File: src/rtl/popcount_frame_acc_if.sv
// Beat-in / frame-result-out bundle for popcount_frame_acc.
// The master modport drives beats and consumes results; the slave modport is the accumulator.
interface popcount_frame_acc_if #(
  parameter int unsigned W = 12
);
  logic         in_valid;
  logic         in_ready;
  logic [3:0]   in_ones;
  logic [3:0]   in_zeroes;
  logic         in_last;
  logic         out_valid;
  logic         out_ready;
  logic [W-1:0] out_ones;
  logic [W-1:0] out_zeroes;
  logic [W-1:0] out_bytes;
  logic         out_sat;
  logic         out_err;

  modport master (
    output in_valid, in_ones, in_zeroes, in_last, out_ready,
    input  in_ready, out_valid, out_ones, out_zeroes, out_bytes, out_sat, out_err
  );

  modport slave (
    input  in_valid, in_ones, in_zeroes, in_last, out_ready,
    output in_ready, out_valid, out_ones, out_zeroes, out_bytes, out_sat, out_err
  );
endinterface

File: src/rtl/popcount_frame_acc.sv
// Accumulates per-byte ones/zeroes counts over a frame with saturating totals,
// then holds the frame result until the downstream handshake completes.
module popcount_frame_acc #(
  parameter int unsigned W = 12
) (
  input  logic                 clk,
  input  logic                 rst,
  popcount_frame_acc_if.slave  bus
);

  localparam int unsigned AW = W + 1;

  typedef enum logic [1:0] {
    IDLE = 2'd0,
    ACC  = 2'd1,
    HOLD = 2'd2
  } state_e;

  state_e       state_q, state_d;
  logic [W-1:0] ones_q, ones_d;
  logic [W-1:0] zeroes_q, zeroes_d;
  logic [W-1:0] bytes_q, bytes_d;
  logic         sat_q, sat_d;
  logic         err_q, err_d;
  logic         in_ready_q, in_ready_d;
  logic         out_valid_q, out_valid_d;

  logic          accept_c;
  logic          beat_err_c;
  logic [AW-1:0] ones_sum_c;
  logic [AW-1:0] zeroes_sum_c;
  logic [AW-1:0] bytes_sum_c;

  // Wide sums: the top bit set means the W-bit total would exceed 2^W-1.
  always_comb begin
    accept_c     = bus.in_valid && in_ready_q;
    beat_err_c   = (5'(bus.in_ones) + 5'(bus.in_zeroes)) != 5'd8;
    ones_sum_c   = {1'b0, ones_q}   + AW'(bus.in_ones);
    zeroes_sum_c = {1'b0, zeroes_q} + AW'(bus.in_zeroes);
    bytes_sum_c  = {1'b0, bytes_q}  + AW'(1);
  end

  // Next-state, accumulator and handshake-flag logic.
  always_comb begin
    state_d  = state_q;
    ones_d   = ones_q;
    zeroes_d = zeroes_q;
    bytes_d  = bytes_q;
    sat_d    = sat_q;
    err_d    = err_q;

    case (state_q)
      IDLE, ACC: begin
        if (accept_c) begin
          ones_d   = ones_sum_c[W]   ? {W{1'b1}} : ones_sum_c[W-1:0];
          zeroes_d = zeroes_sum_c[W] ? {W{1'b1}} : zeroes_sum_c[W-1:0];
          bytes_d  = bytes_sum_c[W]  ? {W{1'b1}} : bytes_sum_c[W-1:0];
          sat_d    = sat_q | ones_sum_c[W] | zeroes_sum_c[W] | bytes_sum_c[W];
          err_d    = err_q | beat_err_c;
          state_d  = bus.in_last ? HOLD : ACC;
        end
      end
      HOLD: begin
        if (bus.out_ready) begin
          state_d  = IDLE;
          ones_d   = '0;
          zeroes_d = '0;
          bytes_d  = '0;
          sat_d    = 1'b0;
          err_d    = 1'b0;
        end
      end
      default: state_d = IDLE;
    endcase

    in_ready_d  = (state_d != HOLD);
    out_valid_d = (state_d == HOLD);
  end

  always_ff @(posedge clk) begin
    if (rst) begin
      state_q     <= IDLE;
      ones_q      <= '0;
      zeroes_q    <= '0;
      bytes_q     <= '0;
      sat_q       <= 1'b0;
      err_q       <= 1'b0;
      in_ready_q  <= 1'b1;
      out_valid_q <= 1'b0;
    end else begin
      state_q     <= state_d;
      ones_q      <= ones_d;
      zeroes_q    <= zeroes_d;
      bytes_q     <= bytes_d;
      sat_q       <= sat_d;
      err_q       <= err_d;
      in_ready_q  <= in_ready_d;
      out_valid_q <= out_valid_d;
    end
  end

  assign bus.in_ready   = in_ready_q;
  assign bus.out_valid  = out_valid_q;
  assign bus.out_ones   = ones_q;
  assign bus.out_zeroes = zeroes_q;
  assign bus.out_bytes  = bytes_q;
  assign bus.out_sat    = sat_q;
  assign bus.out_err    = err_q;

endmodule

File: src/flat_wrapper.sv
// flat-port wrapper written by rule: the top's interface ports become plain ports
module popcount_frame_acc_flat 
#(
  parameter int unsigned W = 12
)
  (clk, rst, bus_in_valid, bus_in_ones, bus_in_zeroes, bus_in_last, bus_out_ready, bus_in_ready, bus_out_valid, bus_out_ones, bus_out_zeroes, bus_out_bytes, bus_out_sat, bus_out_err);
  popcount_frame_acc_if #(.W(W)) bus_i ();
  input  logic clk;
  input  logic rst;
  input wire logic [$bits(bus_i.in_valid)-1:0] bus_in_valid;
  input wire logic [$bits(bus_i.in_ones)-1:0] bus_in_ones;
  input wire logic [$bits(bus_i.in_zeroes)-1:0] bus_in_zeroes;
  input wire logic [$bits(bus_i.in_last)-1:0] bus_in_last;
  input wire logic [$bits(bus_i.out_ready)-1:0] bus_out_ready;
  output wire logic [$bits(bus_i.in_ready)-1:0] bus_in_ready;
  output wire logic [$bits(bus_i.out_valid)-1:0] bus_out_valid;
  output wire logic [$bits(bus_i.out_ones)-1:0] bus_out_ones;
  output wire logic [$bits(bus_i.out_zeroes)-1:0] bus_out_zeroes;
  output wire logic [$bits(bus_i.out_bytes)-1:0] bus_out_bytes;
  output wire logic [$bits(bus_i.out_sat)-1:0] bus_out_sat;
  output wire logic [$bits(bus_i.out_err)-1:0] bus_out_err;
  assign bus_i.in_valid = bus_in_valid;
  assign bus_i.in_ones = bus_in_ones;
  assign bus_i.in_zeroes = bus_in_zeroes;
  assign bus_i.in_last = bus_in_last;
  assign bus_i.out_ready = bus_out_ready;
  assign bus_in_ready = bus_i.in_ready;
  assign bus_out_valid = bus_i.out_valid;
  assign bus_out_ones = bus_i.out_ones;
  assign bus_out_zeroes = bus_i.out_zeroes;
  assign bus_out_bytes = bus_i.out_bytes;
  assign bus_out_sat = bus_i.out_sat;
  assign bus_out_err = bus_i.out_err;
  popcount_frame_acc #(.W(W)) u_core (.clk(clk), .rst(rst), .bus(bus_i));
endmodule
File: config.mk
export PLATFORM = sky130hd
export DESIGN_NAME = popcount_frame_acc_flat
export DESIGN_NICKNAME = d
export VERILOG_FILES = /design/src/rtl/popcount_frame_acc_if.sv /design/src/rtl/popcount_frame_acc.sv /design/src/flat_wrapper.sv
export SDC_FILE = /design/constraint.sdc
export NUM_CORES = 1
export LEC_CHECK = 0
export CAP_MARGIN = 5
export CORE_MARGIN = 10
export CORE_UTILIZATION = 39
export CTS_CLUSTER_DIAMETER = 50
export DETAILED_ROUTE_END_ITERATION = 10
export GPL_TIMING_DRIVEN = 0
export SLEW_MARGIN = 20
export SYNTH_ARGS = -nofsm -noshare
export SYNTH_HDL_FRONTEND = slang
export SYNTH_SLANG_ARGS = --single-unit
File: constraint.sdc
create_clock -name clk -period 2.9 [get_ports clk]
set_clock_uncertainty 0.2 [all_clocks]
set_input_delay 0.87 -clock clk [delete_from_list [all_inputs] [get_ports clk]]
set_output_delay 0.87 -clock clk [all_outputs]
set_load 0.01 [all_outputs]
==> summary.md, run 1 <==
| Metric | Value |
|---|---|
| IO buf count | 51 |
| Clock slew at reported path FFs | 0.08 ns |
| Period utilization | 97.31% |
| # clock sinks | 42 |
| Area of the core | 6026 sq um |
| Slew Viols, Final | 0 |
| Largest net degree at the start of global routing | 13 |
| Post-synth net total | 319 |
| Delay-heaviest family, CP | adder cells |
| Final core occ | 53.07% |
| Max Root-Sink Buffers | 2 |
| Ant. Diodes | 0 |
| Setup ws final | 0.07790 ns |
| Critical path launch point type | input port |
| Die H | 99.34 um |
| Cells after Synth | 290 |
| Status | finished, final reports clean |
| Syn Std Cell Area | 2455 sq um |
| Worst min path class | flop to flop |
| Minimum clock period | 2.822 ns |
| Drt first pass iters | 4 |
| Worst path arrival time | 2.80 ns |
| Final WL | 7283 um |
| Final Non-Filler Cells | 427 |
| Worst-Skew Late Latency | 0.30 ns |
| Crit-path cells | clkdlybuf4s50_1, ha_1, fa_1, xor2_1, nor4_1, a31oi_1, o41ai_2, a21oi_1 |
| Overflow after GRT | 0 |
| Area delta synth->final | 30.28% |
| Final Setup Violations | 0 |
| Synth Warn # | 0 |
| Final Instance Area | 3198 sq um |
| Top Ports | 53 |
| Synth Register Bits | 42 |
| Clock root buffer | clkbuf_8 |
| Synth top area cells | dfxtp_1 (34%), ha_1 (6.6%), o21ai_0 (6.1%) |
| Leakage Power | 1.269 nW |
| Crit path buffers/inverters | 1 |
| Routability Congestion | 0.7971 |
| Worst vdd ir | 0.2277 mV |
| Final-stage net count | 380 |
| Commonest register cell after synthesis | dfxtp_1 |
| Vias | 2368 |
| WL/cell | 17.06 um |
| Dpl hpwl | 5278 um |
| Slowest stage delay, CP | 0.46 ns |
| Worst Tran Pin Value | 0.5722 ns |
| Final antenna-violating net count | 0 |
| Setup tns final | 0 ns |
| Initial antenna violation count | 0 |
| FMAX | 354.3 MHz |
| Worst path required time | 2.88 ns |
| Setup WS pre-CTS | -0.3869 ns |
| CTS H-tree depth | 2 |
| Sequential share of the synthesized area | 34.25% |
| Max Cap Violations | 0 |
| Row cnt | 28 |
| Initial Util | 40.74% |
| Die footprint | 9867 sq um |
| Kind of critical path | input port to flop |
| Share of layout cells above drive strength 1 | 11.93% |
| Fraction of registers with async set/reset | 0% |
| RSZ-0062 raised after global routing | true |
| Yosys top cell area share | 34.25% |
| Post-synthesis cell type with the largest combined area | dfxtp_1 |
| Slew Limit Headroom | 61.85% |
| Vias/cell | 5.546 |
| Die width | 99.34 um |
| Drt drc | 0 |
| CTS tree | yes |
| First-pass GRT wire length | 11750 um |
| Mean Syn Cell Area | 8.465 sq um |
| Number of enable flip-flop cells after synthesis | 0 |
| Post-place instance area | 3059 sq um |
| Critical-path maximum fanout | 2 |
| CP Capture Type | flop |
| Hold-fix buffers at CTS | 0 |
| Total CTS buffers | 5 |
| Final hold vios | 0 |
| Pwr dens | 416.5 nW/um^2 |
| Total track usage | 14.33% |
| DRT iter0 DRCs | 94 |
| Synth unique cells | 57 |
| Vias in the first global route | 2320 |
| Placed cell count | 416 |
| Crit-path slowest cell | clkdlybuf4s50_1 |
[sequential cells by signal (all words and copies together), names as in the netlist]
signal                 count
u_core.bus.out_zeroes     12
u_core.bus.in_ready        1
u_core.state_q             2
u_core.bus.out_err         1
u_core.bus.out_ones       12
u_core.bus.out_valid       1
u_core.bus.out_sat         1
u_core.bus.out_bytes      12
[path summary, 6_finish.rpt]
path	from	end	slack, ns	cells past startpoint
hold / removal	u_core.bus.out_ones[0]$_SDFFE_PP0P_	u_core.bus.out_ones[0]$_SDFFE_PP0P_	0.26	2
setup reg to reg	u_core.bus.out_zeroes[0]$_SDFFE_PP0P_	u_core.bus.out_zeroes[6]$_SDFFE_PP0P_	0.79	8
setup / recovery	bus_in_zeroes[0]	u_core.bus.out_err$_SDFFE_PP0P_	0.08	8
hold reg to reg	u_core.bus.out_ones[0]$_SDFFE_PP0P_	u_core.bus.out_ones[0]$_SDFFE_PP0P_	0.26	2
[stage by stage]
stage,total power [mW],hold slack [ns]
after floorplan,0.8136,0.2696
after global placement,0.9238,0.2454
after CTS,1.339,0.2611
final,1.332,0.2591
after global routing,1.397,0.2983
after detailed placement,0.9271,0.2501
[cell usage after synthesis, types with 3 or more instances]
| cell | number |
|---|---|
| ha_1 | 13 |
| and3_1 | 9 |
| nor2_1 | 13 |
| fa_1 | 3 |
| xor2_1 | 3 |
| nand2_1 | 35 |
| buf_4 | 3 |
| o21ai_1 | 8 |
| and3_4 | 3 |
| a32o_1 | 5 |
| a21oi_1 | 23 |
| nor3_1 | 5 |
| a41oi_1 | 4 |
| buf_2 | 4 |
| nand3_1 | 10 |
| a31oi_1 | 7 |
| dfxtp_1 | 42 |
| a21o_1 | 8 |
| a211oi_1 | 3 |
| inv_1 | 10 |
| o21ai_0 | 30 |
| and2_1 | 5 |
[area by class of cell]
| class | count | area, sq um |
|---|---|---|
| buffer | 9 | 50.05 |
| inverter | 10 | 37.54 |
| clock inverter | 1 | 5.005 |
| fill | 597 | 2828 |
| multi-input combinational | 229 | 1551 |
| timing repair buffer | 54 | 533.0 |
| sequential | 42 | 840.8 |
| tap | 75 | 93.84 |
| clock buffer | 7 | 86.33 |
[cells in the final DEF (no fill, tap or decap), types with 3 or more instances in the layout]
master / synthesis / final
a211oi_1: 3 / 3
a21o_1: 8 / 8
a21oi_1: 23 / 23
a31oi_1: 7 / 7
a32o_1: 5 / 5
a41oi_1: 4 / 4
and2_1: 5 / 5
and3_1: 9 / 9
and3_4: 3 / 3
buf_2: 4 / 4
buf_4: 3 / 6
clkbuf_8: 0 / 6
clkdlybuf4s50_1: 0 / 51
dfxtp_1: 42 / 42
fa_1: 3 / 3
ha_1: 13 / 11
inv_1: 10 / 10
nand2_1: 35 / 35
nand3_1: 10 / 10
nor2_1: 13 / 13
nor3_1: 5 / 4
o21ai_0: 30 / 28
o21ai_1: 8 / 10
xor2_1: 3 / 3
[what timing repair did]
action / in CTS / in global routing
buffers inserted: 0 / 3
endpoints found under the setup margin: 7 / 20
pin swaps: 0 / 3
resized for setup: 1 / 6
[routing by layer]
metal | vias up | share of wire [%] | GRT usage, %
met5 | - | 0 | 0
met4 | 0 | 0.97 | 4.631
met3 | 7 | 5.5 | 4.083
met2 | 52 | 47 | 23.30
met1 | 1097 | 47 | 17.77
li1 | 1212 | - | -
[where the power goes]
part | internal [mW] | switching [mW]
Sequential | 0.599 | 0.0236
Combinational | 0.137 | 0.168
Clock | 0.192 | 0.212
Total | 0.929 | 0.403
[kinds of logic (layout without fill, tap and decap cells)]
| family | count (synthesis) | count (layout) | share of synthesized area (%) |
|---|---|---|---|
| AO/OA/AOI/OAI | 110 | 110 | 29.41 |
| AND/OR/NAND/NOR | 98 | 98 | 21.92 |
| flip-flops | 42 | 42 | 34.25 |
| buffers and inverters | 19 | 81 | 3.568 |
| adder cells (fa/ha/maj) | 16 | 16 | 9.073 |
| XOR/XNOR | 5 | 5 | 1.784 |
[worst min-delay path: stages (launching register included)]
cell and delay (ns):
dfxtp_1 0.33, nand2_1 0.05, nand2_1 0.04
No activity file was read; power rests on OpenSTA's default activity.
==> run 2, diff against run 1 <==
CAP_MARGIN = default   (was 5)
==> results of run 2 <==
Final layout, timing and power as in run 1 (identical DEF).
